$ cat src/rtl/imem_loader_pkg.sv
// Shared definitions for the instruction memory loader: FSM state encoding
// and the instruction memory geometry.
package imem_loader_pkg;

  typedef enum logic [2:0] {
    ST_IDLE  = 3'd0,
    ST_LOAD  = 3'd1,
    ST_WRITE = 3'd2,
    ST_CSUM  = 3'd3,
    ST_DONE  = 3'd4,
    ST_ERR   = 3'd5
  } ldr_state_e;

  localparam int IMEM_ADDR_W    = 5;
  localparam int IMEM_BASE_ADDR = 1;
  localparam int IMEM_MAX_WORDS = 31;

endpackage

$ cat src/rtl/imem_word_assembler.sv
// Collects four stream bytes, least significant first, into a 32-bit word.
// The completed word is presented combinationally together with the flag on
// the cycle the fourth byte is shifted in, so the loader can register it
// directly into its write-data register.
module imem_word_assembler (
  input  logic        clk,
  input  logic        rst_n,
  input  logic        clr,
  input  logic        shift_en,
  input  logic [7:0]  byte_in,
  output logic [31:0] word_o,
  output logic        word_done_o
);

  logic [1:0]  cnt_q, cnt_d;
  logic [31:0] sh_q, sh_d;

  // Next byte position and shift-register contents.
  always_comb begin
    cnt_d = cnt_q;
    sh_d  = sh_q;
    if (clr) begin
      cnt_d = 2'd0;
      sh_d  = 32'd0;
    end else if (shift_en) begin
      sh_d  = {byte_in, sh_q[31:8]};
      cnt_d = cnt_q + 2'd1;
    end
  end

  // Byte counter and shift register.
  always_ff @(posedge clk or negedge rst_n) begin
    if (!rst_n) begin
      cnt_q <= 2'd0;
      sh_q  <= 32'd0;
    end else begin
      cnt_q <= cnt_d;
      sh_q  <= sh_d;
    end
  end

  // The incoming byte lands in the top lane; earlier bytes have already
  // moved down, so the first byte of the word ends up in [7:0].
  assign word_o      = {byte_in, sh_q[31:8]};
  assign word_done_o = shift_en && !clr && (cnt_q == 2'd3);

endmodule

$ cat src/rtl/imem_loader.sv
// Program loader: parses "count, 4*count payload bytes, checksum" from a
// byte stream, writes the assembled words to instruction memory starting at
// BASE_ADDR, and releases the processor reset only after a good checksum.
module imem_loader
  import imem_loader_pkg::*;
#(
  parameter int ADDR_W    = IMEM_ADDR_W,
  parameter int BASE_ADDR = IMEM_BASE_ADDR,
  parameter int MAX_WORDS = IMEM_MAX_WORDS
) (
  input  logic              clk,
  input  logic              rst_n,
  input  logic              rx_valid,
  input  logic [7:0]        rx_data,
  output logic              rx_ready,
  input  logic              start,
  output logic              imem_we,
  output logic [ADDR_W-1:0] imem_addr,
  output logic [31:0]       imem_wdata,
  output logic              cpu_rst_n,
  output logic              done,
  output logic              error
);

  localparam logic [ADDR_W-1:0] BASE_A = ADDR_W'(BASE_ADDR);
  localparam logic [7:0]        MAX_B  = 8'(MAX_WORDS);
  localparam logic [ADDR_W-1:0] ONE_A  = ADDR_W'(1);

  ldr_state_e        state_q, state_d;
  logic [ADDR_W-1:0] idx_q, idx_d;
  logic [ADDR_W-1:0] n_q, n_d;
  logic [7:0]        acc_q, acc_d;
  logic              imem_we_q, imem_we_d;
  logic [ADDR_W-1:0] imem_addr_q, imem_addr_d;
  logic [31:0]       imem_wdata_q, imem_wdata_d;
  logic              cpu_rst_n_q, cpu_rst_n_d;
  logic              done_q, done_d;
  logic              error_q, error_d;

  logic        accept;
  logic        asm_clr;
  logic        asm_shift;
  logic [31:0] asm_word;
  logic        asm_done;
  logic [ADDR_W-1:0] idx_inc;

  // Byte acceptance is a pure decode of the state so WRITE, DONE and ERR
  // back-pressure the source without any extra handshake logic.
  assign rx_ready = (state_q == ST_IDLE) || (state_q == ST_LOAD) ||
                    (state_q == ST_CSUM);
  assign accept   = rx_valid && rx_ready;
  assign idx_inc  = idx_q + ONE_A;

  imem_word_assembler u_asm (
    .clk         (clk),
    .rst_n       (rst_n),
    .clr         (asm_clr),
    .shift_en    (asm_shift),
    .byte_in     (rx_data),
    .word_o      (asm_word),
    .word_done_o (asm_done)
  );

  // Next-state, counter, checksum and output-register decode.
  always_comb begin
    state_d      = state_q;
    idx_d        = idx_q;
    n_d          = n_q;
    acc_d        = acc_q;
    imem_we_d    = 1'b0;
    imem_addr_d  = imem_addr_q;
    imem_wdata_d = imem_wdata_q;
    cpu_rst_n_d  = cpu_rst_n_q;
    done_d       = done_q;
    error_d      = error_q;
    asm_clr      = 1'b0;
    asm_shift    = 1'b0;

    unique case (state_q)
      ST_IDLE: begin
        if (accept) begin
          n_d   = rx_data[ADDR_W-1:0];
          acc_d = rx_data;
          if ((rx_data == 8'd0) || (rx_data > MAX_B)) begin
            state_d = ST_ERR;
            error_d = 1'b1;
          end else begin
            state_d = ST_LOAD;
            idx_d   = '0;
          end
        end
      end

      ST_LOAD: begin
        if (accept) begin
          acc_d     = acc_q ^ rx_data;
          asm_shift = 1'b1;
          if (asm_done) begin
            imem_wdata_d = asm_word;
            imem_addr_d  = BASE_A + idx_q;
            imem_we_d    = 1'b1;
            state_d      = ST_WRITE;
          end
        end
      end

      // Single cycle in which the write pulse is visible to the memory.
      ST_WRITE: begin
        idx_d = idx_inc;
        if (idx_inc == n_q) begin
          state_d = ST_CSUM;
        end else begin
          state_d = ST_LOAD;
        end
      end

      ST_CSUM: begin
        if (accept) begin
          if (rx_data == acc_q) begin
            state_d     = ST_DONE;
            done_d      = 1'b1;
            cpu_rst_n_d = 1'b1;
          end else begin
            state_d = ST_ERR;
            error_d = 1'b1;
          end
        end
      end

      ST_DONE, ST_ERR: begin
        if (start) begin
          state_d     = ST_IDLE;
          done_d      = 1'b0;
          error_d     = 1'b0;
          cpu_rst_n_d = 1'b0;
          idx_d       = '0;
          n_d         = '0;
          acc_d       = 8'd0;
          asm_clr     = 1'b1;
        end
      end

      default: begin
        state_d = ST_IDLE;
      end
    endcase
  end

  // State, counters and registered outputs.
  always_ff @(posedge clk or negedge rst_n) begin
    if (!rst_n) begin
      state_q      <= ST_IDLE;
      idx_q        <= '0;
      n_q          <= '0;
      acc_q        <= 8'd0;
      imem_we_q    <= 1'b0;
      imem_addr_q  <= '0;
      imem_wdata_q <= 32'd0;
      cpu_rst_n_q  <= 1'b0;
      done_q       <= 1'b0;
      error_q      <= 1'b0;
    end else begin
      state_q      <= state_d;
      idx_q        <= idx_d;
      n_q          <= n_d;
      acc_q        <= acc_d;
      imem_we_q    <= imem_we_d;
      imem_addr_q  <= imem_addr_d;
      imem_wdata_q <= imem_wdata_d;
      cpu_rst_n_q  <= cpu_rst_n_d;
      done_q       <= done_d;
      error_q      <= error_d;
    end
  end

  assign imem_we    = imem_we_q;
  assign imem_addr  = imem_addr_q;
  assign imem_wdata = imem_wdata_q;
  assign cpu_rst_n  = cpu_rst_n_q;
  assign done       = done_q;
  assign error      = error_q;

endmodule

$ cat config.mk
export PLATFORM = sky130hd
export DESIGN_NAME = imem_loader
export DESIGN_NICKNAME = d
export VERILOG_FILES = /design/src/rtl/imem_loader_pkg.sv /design/src/rtl/imem_word_assembler.sv /design/src/rtl/imem_loader.sv
export SDC_FILE = /design/constraint.sdc
export NUM_CORES = 1
export LEC_CHECK = 0
export CAP_MARGIN = 20
export CORE_MARGIN = 8
export CORE_UTILIZATION = 54
export DETAILED_ROUTE_END_ITERATION = 7
export PLACE_DENSITY = 0.79
export REMOVE_ABC_BUFFERS = 1
export SYNTH_ARGS = -nofsm -noshare
export SYNTH_HDL_FRONTEND = slang
export SYNTH_SLANG_ARGS = --single-unit
export TNS_END_PERCENT = 30
$ cat constraint.sdc
create_clock -name clk -period 1.99 [get_ports clk]
set_input_delay 0.4975 -clock clk [delete_from_list [all_inputs] [get_ports clk]]
set_output_delay 0.4975 -clock clk [all_outputs]
set_load 0.005 [all_outputs]
======== Yosys cells after proc, flatten, opt, wreduce, memory -nomap -nowiden ========
Cells that the tools add are included.
operators by class
  add/subtract/negate cells ............... 2
  reductions and logical operators ........ 23
  equal/unequal tests ..................... 17
  muxes and demuxes ....................... 39
  bitwise operators ....................... 1
  $lt $le $gt $ge ......................... 1
operators with widths
  cell                   count
  $mux W32               2
  $mux W8                3
  $pmux W8 S3            1
  $mux W5                4
  $mux W3                6
  $mux W1                15
  $pmux W3 S5            1
  $pmux W5 S3            1
  $ne A2 B2 Y1 const B   7
  $reduce_and A4 Y1      3
  $pmux W5 S2            1
  $reduce_bool A3 Y1     3
  $eq A8 B8 Y1           1
  $gt A8 B5 Y1 const B   1
  $logic_not A8 Y1       1
  $xor A8 B8 Y8          1
  $eq A3 B2 Y1 const B   2
  $eq A3 B3 Y1 const B   2
  $mux W2                3
  $reduce_and A3 Y1      2
  $reduce_and A6 Y1      1
  $reduce_bool A2 Y1     3
  $add A1 B5 Y5 const A  1
  $eq A5 B5 Y1           1
  12 further kinds       17
storage, ports and cells
  bits of input ports ..................... 12
  output and inout port bits .............. 42
  register bits ........................... 95

======== Logic depth before layout (Yosys ltp) ========
  depth after elaboration ................. 11
  gate-level depth with buffers ........... 7
  depth with buffers taken out ............ 6

======== Cells and area by module ========
Synthesis repeated with hierarchy kept, for this count alone.
unflattened totals
  cells, all modules ...................... 363
  area total of the unflattened synthesis .. 4092.7 um^2
by module, submodules not included
  module               area each (um^2)  instances  seq. area each (um^2)  cells each
  imem_loader          2936.6            1          1526.5                 268
  imem_word_assembler  1156.1            1          650.6                  95

======== Worst setup path after synthesis ========
No wires, ideal clock.
  path kind ............................... register -> register
  start point ............................. register idx_q[0]
  end point ............................... register state_q[1]
  required time ........................... 1.868 ns
  stages on the path, launching flop included .. 7
  data arrival time ....................... 1.457 ns
  clock period less this slack ............ 1.579 ns
  path slack .............................. 0.411 ns
  path buffers ............................ 0
  cell sequence ........................... dfrtp_1 -> ha_1 -> and3_1 -> xnor2_1 -> xnor2_1 -> a21oi_1 -> a32o_1
between the ends
  word-level cells in the longest chain between the ends .. 4
RTL lines
  element                 line                source
  start, declared         imem_loader.sv:30   logic [ADDR_W-1:0] idx_q, idx_d;
  start signal, assigned  imem_loader.sv:164  idx_q <= idx_d;
  $add A1 B5 Y5           imem_loader.sv:52   assign idx_inc = idx_q + ONE_A;
  $eq A5 B5 Y1            imem_loader.sv:110  if (idx_inc == n_q) begin
  $mux W2                 imem_loader.sv:110
  $pmux W3 S5             imem_loader.sv:79   unique case (state_q)
  end signal, assigned    imem_loader.sv:163  state_q <= state_d;
  end, declared           imem_loader.sv:29   ldr_state_e state_q, state_d;
No other way between the ends.
A chain may end at the register's enable or synchronous reset.

======== Worst setup path in the final report ========
  start point ............................. register state_q[2]
  end point ............................... register acc_q[5]
between the ends
  word-level cells in the longest chain between the ends .. 6
  elaborated cells on any way between the ends .. 15
RTL lines
  element                                           line                                  source
  $eq A3 B1 Y1 or $logic_not A3 Y1 (tied branches)  imem_loader.sv:49, imem_loader.sv:79
  $logic_or A1 B1 Y1 (2 in a row)                   imem_loader.sv:49                     assign rx_ready = (state_q == ST_IDLE) || (state_q == ST_LOAD) ||
  $logic_and A1 B1 Y1                               imem_loader.sv:51                     assign accept = rx_valid && rx_ready;
  $ne A2 B2 Y1 (no line)                            -
  $reduce_and A4 Y1 (no line)                       -
  end signal, assigned                              imem_loader.sv:155                    acc_q <= 8'd0;
  end signal, assigned                              imem_loader.sv:166                    acc_q <= acc_d;
  end, declared                                     imem_loader.sv:32                     logic [7:0] acc_q, acc_d;
Several ways; a longest one is shown, not always the timed one.

==> flow_summary.json <==
{
  "ys_warn_count": 0,
  "tightestPinTransition_ps": 527,
  "cap_violations": 0,
  "chipWidth_um": 101,
  "p_seq_share_pct": 39.7,
  "synth.avg_cell_area_um2": 12.5,
  "rsz0062_at_grt": "no",
  "power_mw": 7.65,
  "detail_route.vias_per_cell": 5.50,
  "maxSlewHeadroom_pct": 64.9,
  "dp_hpwl_um": 5910,
  "clockPowerShare_pct": 16.9,
  "critPathMaxStageDelay_ps": 460,
  "drv_slew": 0,
  "ys_seq_elements": 87,
  "slowest_stage": "a21o_1",
  "postSynth.asyncResetShare_pct": 100,
  "fin_cells": 490,
  "syn_inst": 312,
  "powerDensity_nw_per_um2": 1550,
  "dr.first_iter.drc_count": 112,
  "cts_buffers": 9,
  "hold_viol": 0,
  "synth_area_leader_cell": "dfrtp_1",
  "path_cells": "buf_4, nand2b_1, a21o_1, mux2i_1, a21oi_1, o21ai_1",
  "swShare_pct": 33.7,
  "via_count": 2697,
  "grt_pass1_wl_um": 13700,
  "p_comb_share_pct": 43.4,
  "dr.pass1.iters": 4,
  "seq_area_frac_synth_pct": 55.9,
  "dieHeight_um": 101,
  "drc_errors": 0,
  "finalInstanceArea_um2": 4940,
  "n_antenna_cell": 0,
  "post_drt_wl_per_cell_um": 16.9,
  "clk_pin_slew_ps": 100,
  "cts_tree": "yes",
  "dpl_cell_area_um2": 4730,
  "fp.dieArea_um2": 10200,
  "ir_drop_uv": 712,
  "synth_edf_count": 0,
  "cts_buffer_depth": 2,
  "ios": 54,
  "fin_crit_ps": 1810,
  "setup_viol": 0,
  "start_util_pct": 54.9,
  "overflow": 0,
  "cts_setup_buffers": 0,
  "placedCellCount": 474,
  "yosys-top-cells-area": "dfrtp_1 56%, mux2_4 12%, a22o_1 5.8%, nand2_1 3.1%, mux2i_1 2.1%",
  "gp_congestion": 0.859,
  "routed_wl_um": 8290,
  "cts_max_level": 3,
  "criticalPathCategory": "flop to flop",
  "yosysMostFrequentCell": "dfrtp_1",
  "port_buffers": 53,
  "core_um2": 7100,
  "hold_path.class": "input pin to asynchronous set/reset pin",
  "fin_crit_sh_pct": 91.2,
  "setup_tns_ps": 0,
  "syn-cell-area_um2": 3890,
  "grt_pass1_vias": 2691,
  "netlist_top_cells_count": "87 x dfrtp_1, 32 x nand2_1, 31 x mux2_4",
  "root_buffer": "clkbuf_8",
  "cellLeakagePower_nw": 2.37,
  "cp.arrival_ps": 2060,
  "ant_nets": 0,
  "cp-end-kind": "flop",
  "p_switching_mw": 2.58,
  "antenna_found_initial": 0,
  "rows": 31,
  "synth_cell_types": 39,
  "grt_max_degree": 44,
  "status": "finished clean",
  "p_int_mw": 5.07,
  "track_usage_pct": 17.2,
  "cts.sinks": 87,
  "crit_fanout": 17,
  "layout-drive-gt1-share_pct": 22.3,
  "hold_buffers": 0,
  "fillerInstances": 508,
  "cp.required_ps": 2230,
  "clock_latency_ps": 370,
  "worstSetupStartpointType": "flop",
  "fmax_ghz": 0.551,
  "synth_top_area_share_pct": 55.9,
  "areaGrowthSynthToFinish_pct": 27.0,
  "skew_ps": 14.1,
  "synth-main-ff-cell": "dfrtp_1",
  "nNetsFinal": 400
}
worst max-delay path, delay by kind of cell (launching register included):
| family | cells | cell delay (ps) |
|---|---|---|
| AO/OA/AOI/OAI | 3 | 750 |
| flip-flops | 1 | 390 |
| buffers and inverters | 1 | 240 |
| AND/OR/NAND/NOR | 1 | 170 |
| multiplexers | 1 | 140 |
cell type report:
type | count | area, µm² | share of cell area, %
multi-input combinational | 200 | 1590 | 32.1
clock buffer | 10 | 138 | 2.78
sequential | 87 | 2180 | 44.0
timing repair buffer | 83 | 827 | 16.7
clock inverter | 6 | 73.8 | 1.49
inverter | 5 | 18.8 | 0.380
tap | 99 | 124 | 2.51
placed cells by master, fill, tap and decap left out, types with 3 or more instances in the layout:
cell / netlist / routed
a21oi_1: 15 / 15
a22o_1: 26 / 26
buf_12: 0 / 6
buf_4: 2 / 25
clkbuf_8: 0 / 10
clkdlybuf4s50_1: 0 / 51
dfrtp_1: 87 / 87
inv_1: 4 / 4
inv_6: 0 / 3
mux2_4: 31 / 31
mux2i_1: 8 / 8
nand2_1: 32 / 32
nand3_1: 4 / 4
nor2_1: 11 / 11
nor3_1: 5 / 5
nor3b_1: 7 / 7
o21ai_0: 14 / 14
o21ai_1: 10 / 10
xnor2_1: 8 / 8
xor2_1: 6 / 6
power by group through the flow:
stage | combinational (mW) | clock (mW) | sequential [mW]
final | 3.32 | 1.29 | 3.04
after global routing | 3.60 | 1.39 | 3.14
after CTS | 3.36 | 1.33 | 3.04
after detailed placement | 3.34 | 0 | 3.07
after global placement | 3.22 | 0 | 3.02
after floorplan | 1.78 | 0 | 3.05
per-stage QoR:
stage          utilization (%)  setup WS (ps)  hold WS [ps]
4_1_cts                   69.6            189          21.6
3_3_place_gp              66.7          -56.0           418
5_1_grt                   69.6           37.6          39.9
6_report                  69.6            175          16.5
3_5_place_dp              66.7           -135           428
2_1_floorplan                -           42.7           202
flip-flops by register name (all words and copies together) (netlist names):
register and cells:
imem_wdata 32, imem_we 1, u_asm.cnt_q 2, done 1, error 1, n_q 5
idx_q 5, acc_q 8, imem_addr 5, state_q 3, u_asm.sh_q 24
what timing repair did:
item	4_1_cts	5_1_grt
hold endpoints to repair	0	0
setup endpoints to repair	1	0
gates resized for setup	1	0
metal layers:
metal | vias to the layer above | global-route usage (%) | wire (µm)
met5 | - | 0 | 0
met4 | 0 | 8.82 | 153
met3 | 11 | 2.49 | 358
met2 | 71 | 27.0 | 4010
met1 | 1354 | 22.6 | 3770
li1 | 1261 | - | -
cell families after synthesis:
family | after synthesis | share of synthesized area, %
buffers and inverters | 25 | 3.37
and+or+nand+nor | 70 | 9.42
muxes | 42 | 14.9
DFF | 87 | 55.9
xor gates and xnor gates | 14 | 3.15
AOI/OAI and AO/OA | 72 | 12.6
adders and majority gates | 2 | 0.643
worst paths after layout:
kind | startpoint | end | slack, ps | cells after the start
max reg2reg | state_q[2]$_DFFE_PN0P_ | acc_q[5]$_DFFE_PN0P_ | 180 | 6
max | state_q[2]$_DFFE_PN0P_ | acc_q[5]$_DFFE_PN0P_ | 180 | 6
min | rst_n | imem_wdata[29]$_DFFE_PN0P_ | 20 | 1
min in group clk | imem_addr[3]$_DFFE_PN0P_ | imem_addr[3]$_DFFE_PN0P_ | 490 | 2
max in group asynchronous | rst_n | imem_wdata[24]$_DFFE_PN0P_ | 1390 | 2
min reg2reg | imem_addr[3]$_DFFE_PN0P_ | imem_addr[3]$_DFFE_PN0P_ | 490 | 2
No activity file was read; power rests on OpenSTA's default activity.
